**config.mk**
```make
export PLATFORM = sky130hd
export DESIGN_NAME = uart_rx_fifo
export DESIGN_NICKNAME = d
export VERILOG_FILES = /design/src/rtl/uart_rx_fifo.sv
export SDC_FILE = /design/constraint.sdc
export NUM_CORES = 1
export LEC_CHECK = 0
export CAP_MARGIN = 15
export CORE_ASPECT_RATIO = 1.5
export CORE_MARGIN = 5
export CORE_UTILIZATION = 45
export CTS_CLUSTER_SIZE = 8
export DETAILED_ROUTE_END_ITERATION = 10
export DONT_BUFFER_PORTS = 1
export MAX_ROUTING_LAYER = met4
export PLACE_DENSITY = 0.72
export SLEW_MARGIN = 20
export SYNTH_ARGS = -nofsm -noshare
export SYNTH_HDL_FRONTEND = slang
export SYNTH_SLANG_ARGS = --single-unit
```
**constraint.sdc**
```tcl
create_clock -name clk -period 4.3 [get_ports clk]
set_input_delay 0.645 -clock clk [delete_from_list [all_inputs] [get_ports clk]]
set_output_delay 0.645 -clock clk [all_outputs]
set_load 0.01 [all_outputs]
```
**src/rtl/uart_rx_fifo.sv**
```systemverilog
// UART receiver: 16x oversampled frame decoder with a small receive FIFO.
// Serial line is synchronized, decoded LSB-first, and complete frames are pushed into the FIFO.
//
//   state | meaning
//   ------+---------------------------------------------------------------
//   IDLE  | line idle, waiting for synchronized rx to go low
//   START | counting to the middle of the start bit, rejecting glitches
//   DATA  | sampling DBIT data bits at their midpoints, LSB first
//   STOP  | waiting SB_TICK ticks, then push (rx=1) or flag frame error (rx=0)
module uart_rx_fifo #(
    parameter int DBIT    = 8,
    parameter int SB_TICK = 16,
    parameter int DEPTH   = 4
) (
    input  logic            clk,
    input  logic            reset,
    input  logic            rx,
    input  logic            s_tick,
    input  logic            rd_en,
    output logic [DBIT-1:0] rx_data,
    output logic            empty,
    output logic            full,
    output logic            frame_err,
    output logic            overrun
);

    localparam int              BW        = (DBIT > 1) ? $clog2(DBIT) : 1;
    localparam int              AW        = $clog2(DEPTH);
    localparam logic [BW-1:0]   BIT_LAST  = BW'(DBIT - 1);
    localparam logic [3:0]      STOP_LAST = 4'(SB_TICK - 1);

    typedef enum logic [1:0] {
        IDLE  = 2'd0,
        START = 2'd1,
        DATA  = 2'd2,
        STOP  = 2'd3
    } state_t;

    state_t          state_q, state_d;
    logic [3:0]      tick_q, tick_d;
    logic [BW-1:0]   bit_q, bit_d;
    logic [DBIT-1:0] shift_q, shift_d;
    logic            rx_meta, rx_sync;
    logic            push, stop_bad;

    logic [AW:0]     wr_ptr, rd_ptr;
    logic [DBIT-1:0] mem [DEPTH];
    logic            do_rd, do_wr;

    // Synchronizer flops reset to the idle (high) line level so reset release never looks like a start bit.
    always_ff @(posedge clk or negedge reset) begin
        if (!reset) begin
            rx_meta <= 1'b1;
            rx_sync <= 1'b1;
        end else begin
            rx_meta <= rx;
            rx_sync <= rx_meta;
        end
    end

    always_ff @(posedge clk or negedge reset) begin
        if (!reset) begin
            state_q <= IDLE;
            tick_q  <= '0;
            bit_q   <= '0;
            shift_q <= '0;
        end else begin
            state_q <= state_d;
            tick_q  <= tick_d;
            bit_q   <= bit_d;
            shift_q <= shift_d;
        end
    end

    always_comb begin
        state_d  = state_q;
        tick_d   = tick_q;
        bit_d    = bit_q;
        shift_d  = shift_q;
        push     = 1'b0;
        stop_bad = 1'b0;
        case (state_q)
            IDLE: begin
                if (!rx_sync) begin
                    state_d = START;
                    tick_d  = '0;
                end
            end
            START: begin
                if (s_tick) begin
                    if (tick_q == 4'd7) begin
                        if (!rx_sync) begin
                            state_d = DATA;
                            tick_d  = '0;
                            bit_d   = '0;
                        end else begin
                            state_d = IDLE;
                        end
                    end else begin
                        tick_d = tick_q + 4'd1;
                    end
                end
            end
            DATA: begin
                if (s_tick) begin
                    if (tick_q == 4'd15) begin
                        tick_d  = '0;
                        shift_d = {rx_sync, shift_q[DBIT-1:1]};
                        if (bit_q == BIT_LAST) begin
                            state_d = STOP;
                        end else begin
                            bit_d = bit_q + BW'(1);
                        end
                    end else begin
                        tick_d = tick_q + 4'd1;
                    end
                end
            end
            STOP: begin
                if (s_tick) begin
                    if (tick_q == STOP_LAST) begin
                        state_d = IDLE;
                        if (rx_sync) begin
                            push = 1'b1;
                        end else begin
                            stop_bad = 1'b1;
                        end
                    end else begin
                        tick_d = tick_q + 4'd1;
                    end
                end
            end
            default: begin
                state_d = IDLE;
            end
        endcase
    end

    // Extra pointer bit distinguishes full from empty when the index bits match.
    assign empty = (wr_ptr == rd_ptr);
    assign full  = (wr_ptr[AW] != rd_ptr[AW]) && (wr_ptr[AW-1:0] == rd_ptr[AW-1:0]);
    assign do_rd = rd_en && !empty;
    assign do_wr = push && (!full || do_rd);

    always_ff @(posedge clk or negedge reset) begin
        if (!reset) begin
            wr_ptr <= '0;
            rd_ptr <= '0;
            for (int i = 0; i < DEPTH; i++) begin
                mem[i] <= '0;
            end
        end else begin
            if (do_wr) begin
                mem[wr_ptr[AW-1:0]] <= shift_q;
                wr_ptr              <= wr_ptr + (AW+1)'(1);
            end
            if (do_rd) begin
                rd_ptr <= rd_ptr + (AW+1)'(1);
            end
        end
    end

    assign rx_data = mem[rd_ptr[AW-1:0]];

    // Status pulses are registered; push and stop_bad are exclusive, so the two never coincide.
    always_ff @(posedge clk or negedge reset) begin
        if (!reset) begin
            frame_err <= 1'b0;
            overrun   <= 1'b0;
        end else begin
            frame_err <= stop_bad;
            overrun   <= push && full && !rd_en;
        end
    end

endmodule

```
==> qor.csv <==
stage;metric;value;unit
critical_path;worstPathArrival;1.72;ns
power_and_ir_drop;pwr-share-clk;31.9;%
logic_synthesis;synth_top_family_by_area;multiplexers;
critical_path;regToRegEndpoint;mem[19]$_DFFE_PN0P_;
timing;final-hold-violation-count;0;
critical_path;r2r_cells;4;
timing;setup_viol;0;
global_route;grt_overflow;0;
logic_synthesis;synthTopCellsByCount;sky130_fd_sc_hd__dfrtp_1, sky130_fd_sc_hd__mux2_2, sky130_fd_sc_hd__ha_1, sky130_fd_sc_hd__inv_1, sky130_fd_sc_hd__mux4_1;
power_and_ir_drop;combinationalPowerShare;19.7;%
timing;fmax;422.3;MHz
logic_synthesis;mappedNetlistArea;0.002853;mm^2
global_route;grt_antenna_before_repair;0;
cts;cts_num_sinks;59;
global_route;track_usage;13.62;%
final_layout;antenna_cells;0;
critical_path;worstSetupPathType;flop to output pin;
floorplanning;initial_utilization;46.20;%
routing;routed_wirelength;4657;um
logic_synthesis;synthDominantCellAreaShare;50.00;%
routing;drt_drc_violations_left;0;
critical_path;cp-end-kind;output pin;
power_and_ir_drop;irDropWorstVdd;0.0003570;V
critical_path;critical-path-top-delay-family;multiplexers;
place;gp_congestion;0.7753;
routing;routed-via-count;1586;
logic_synthesis;postSynth.topFlopCell;sky130_fd_sc_hd__dfrtp_1;
cts;h-tree-depth;3;
routing;wire_per_inst;16.40;um
cts;clk_latency;0.33;ns
place;placed_instance_count;267;
cts;clockRootBuffer;sky130_fd_sc_hd__clkbuf_8;
timing;clock-skew-final;0.006840;ns
timing;slew_headroom;59.86;%
power_and_ir_drop;p_int;1053;uW
logic_synthesis;synth_enable_flop_cells;0;
routing;drc_violation_total_after_the_first_tritonroute_iteration;101;
logic_synthesis;post_synth_fa_ha_maj_area_fraction;3.509;%
logic_synthesis;compound_gate_portion_of_the_synthesized_area;5.526;%
job;timing.max_cap.violations;0;
critical_path;cp_cell_sequence;mux4_1;
power_and_ir_drop;power.share.switching;31.86;%
critical_path;critical_path.n_buffers_inverters;0;
timing;final_max_slew_viol_count;0;
cts;cts.repair.resized;0;
global_route;via_count_of_the_first_global_routing_pass;1621;
run_status;result_of_the_run;finished, final reports clean;
global_route;grt_start_max_net_pins;58;
logic_synthesis;synthMostInstantiatedCell;sky130_fd_sc_hd__dfrtp_1;
floorplanning;core_region_area;0.006175;mm^2
power_and_ir_drop;leakagePower;0.001482;uW
logic_synthesis;post_synth_main_area_contributors;sky130_fd_sc_hd__dfrtp_1, sky130_fd_sc_hd__mux2_2, sky130_fd_sc_hd__mux4_1;
cts;tritoncts_clock_tree;yes;
power_and_ir_drop;powerDensity;496.6;mW/mm^2
worst_hold_path;hold_path_class;primary input to asynchronous set/reset pin;
logic_synthesis;mappedNetlistNets;215;
floorplanning;die_w;75.01;um
logic_synthesis;yosys.area_share.xor_xnor;2.456;%
floorplanning;floorplan.die.height;107.5;um
logic_synthesis;post_syn_area_per_cell;14.12;um^2
cts;numCtsBuffers;9;
global_route;grt_first_pass_wirelength;7997;um
critical_path;critical_path_peak_fanout;11;
logic_synthesis;synth.largest_area_cell;sky130_fd_sc_hd__dfrtp_1;
timing;tightest_slew;0.5995;ns
logic_synthesis;synth-seq-area-share;51.84;%
timing;setup-tns-final;0;ns
timing;timing.final.crit_period;2.368;ns
critical_path;worst-endpoint-required;3.65;ns
power_and_ir_drop;switching_power;492.5;uW
logic_synthesis;postSynth.asyncResetShare;100.0;%
floorplanning;rows;35;
logic_synthesis;post_synthesis_cells;202;
final_layout;instances_no_fill;284;
final_layout;share_of_final_layout_standard_cells_stronger_than_drive_strength_1;31.43;%
final_layout;area_growth;9.123;%
routing;route.detailed.vias_per_inst;5.585;
floorplanning;die_area;0.008065;mm^2
cts;worst_setup_hold_path_clk_slew;0.07;ns
final_layout;finish.net_count;218;
critical_path;r2r_slack;2.10;ns
cts;max_root_sink_buffers;2;
routing;ant_nets;0;
critical_path;startpoint_type;flop;
floorplanning;boundaryPins;17;
routing;drt_pre_antenna_iters;4;
place;hpwl_detailed;3155;um
logic_synthesis;register_bit_count_reported_by_yosys;59;
logic_synthesis;simple_gate_share_of_the_synthesized_area;9.518;%
critical_path;longest_individual_stage_delay_on_the_worst_path;0.72;ns
logic_synthesis;yosys_warnings;0;
logic_synthesis;synth.distinct_cells;46;
timing;period_share;55.06;%
place;io_buffers;0;
critical_path;launching_point_of_the_worst_reg2reg_path;rd_ptr[0]$_DFFE_PN0P_;
timing;grt_setup_unrepaired;no;
logic_synthesis;multiplexer_share_of_the_synthesized_area;23.95;%
critical_path;cpMaxStageDelayCell;sky130_fd_sc_hd__mux4_1;
power_and_ir_drop;power_frac_seq;48.4;%
cts;cts.repair_timing.setup_buffer_count;0;
-- layer usage --
layer	vias up	GRT usage (%)	share of wire, %
met5	-	-	0
met4	0	6.870	2.1
met3	9	3.271	4.4
met2	28	20.95	51
met1	796	16.44	42
li1	753	-	-
-- flip-flops by register name (all words and copies together) (netlist names), named ones only --
| name | flops |
|---|---|
| bit_q | 3 |
| frame_err | 1 |
| mem | 32 |
| overrun | 1 |
| rd_ptr | 3 |
| rx_meta | 1 |
| rx_sync | 1 |
| shift_q | 8 |
| state_q | 1 |
| tick_q | 4 |
| wr_ptr | 3 |
-- how the worst max path moves through the flow --
stage / start / end / cells past startpoint
after global routing: rd_ptr[0]$_DFFE_PN0P_ / rx_data[2] / 1
after CTS: rd_ptr[0]$_DFFE_PN0P_ / rx_data[3] / 1
after detailed placement: rd_ptr[0]$_DFFE_PN0P_ / mem[11]$_DFFE_PN0P_ / 4
after floorplan: tick_q[0]$_DFFE_PN0P_ / mem[10]$_DFFE_PN0P_ / 5
final: rd_ptr[0]$_DFFE_PN0P_ / rx_data[3] / 1
after global placement: rd_ptr[0]$_DFFE_PN0P_ / mem[19]$_DFFE_PN0P_ / 4
-- layout make-up --
type / instances / area, um^2
inverters: 8 / 30.03
flip-flops and latches: 59 / 1479
well taps: 74 / 92.59
clock inverters: 5 / 52.55
clock buffers: 11 / 141.4
fillers: 507 / 3062
repair buffers: 2 / 35.03
multi-input cells: 125 / 1282
-- per-stage QoR --
stage	setup slack [ns]	utilization (%)	total power (uW)	hold slack, ns	area, um^2
floorplan	2.382	-	1019	0.3452	2853
global placement	2.089	46.83	1043	0.3498	2892
detailed placement	2.065	46.83	1054	0.3487	2892
CTS	1.895	50.42	1568	0.1309	3113
global route	1.870	50.42	1639	0.1287	3113
finish	1.932	50.42	1546	0.1489	3113
-- layout by cell type (no fill, tap or decap), types with 4 or more instances in the layout --
master and instances:
sky130_fd_sc_hd__nand4_1 4, sky130_fd_sc_hd__mux4_1 8, sky130_fd_sc_hd__a21oi_1 5, sky130_fd_sc_hd__ha_1 8
sky130_fd_sc_hd__mux2_2 40, sky130_fd_sc_hd__inv_1 8, sky130_fd_sc_hd__o21ai_0 4, sky130_fd_sc_hd__clkbuf_8 10
sky130_fd_sc_hd__nor2_1 4, sky130_fd_sc_hd__xnor2_1 6, sky130_fd_sc_hd__nand2_1 6, sky130_fd_sc_hd__dfrtp_1 57
-- power groups by stage --
stage	Sequential (uW)	Combinational (uW)	Clock, uW
after CTS	748	311	508
after floorplan	660	358	0
after global routing	763	346	530
after global placement	756	286	0
final	748	305	493
after detailed placement	759	296	0
-- cell families (layout without fill, tap and decap cells) --
| logic type | after synthesis | after routing |
|---|---|---|
| buffers and inverters | 18 | 26 |
| adders and majority gates | 8 | 8 |
| DFF | 59 | 59 |
| and+or+nand+nor | 35 | 35 |
| xor gates and xnor gates | 8 | 8 |
| AOI/OAI and AO/OA | 24 | 24 |
| muxes | 50 | 50 |
-- what timing repair did --
| item | in CTS | in global routing |
|---|---|---|
| hold buffers | 1 | 0 |
| endpoints found under the hold margin | 57 | 0 |
| setup endpoints to repair | 0 | 0 |
Note: power is estimated with default switching activity, not from simulation.
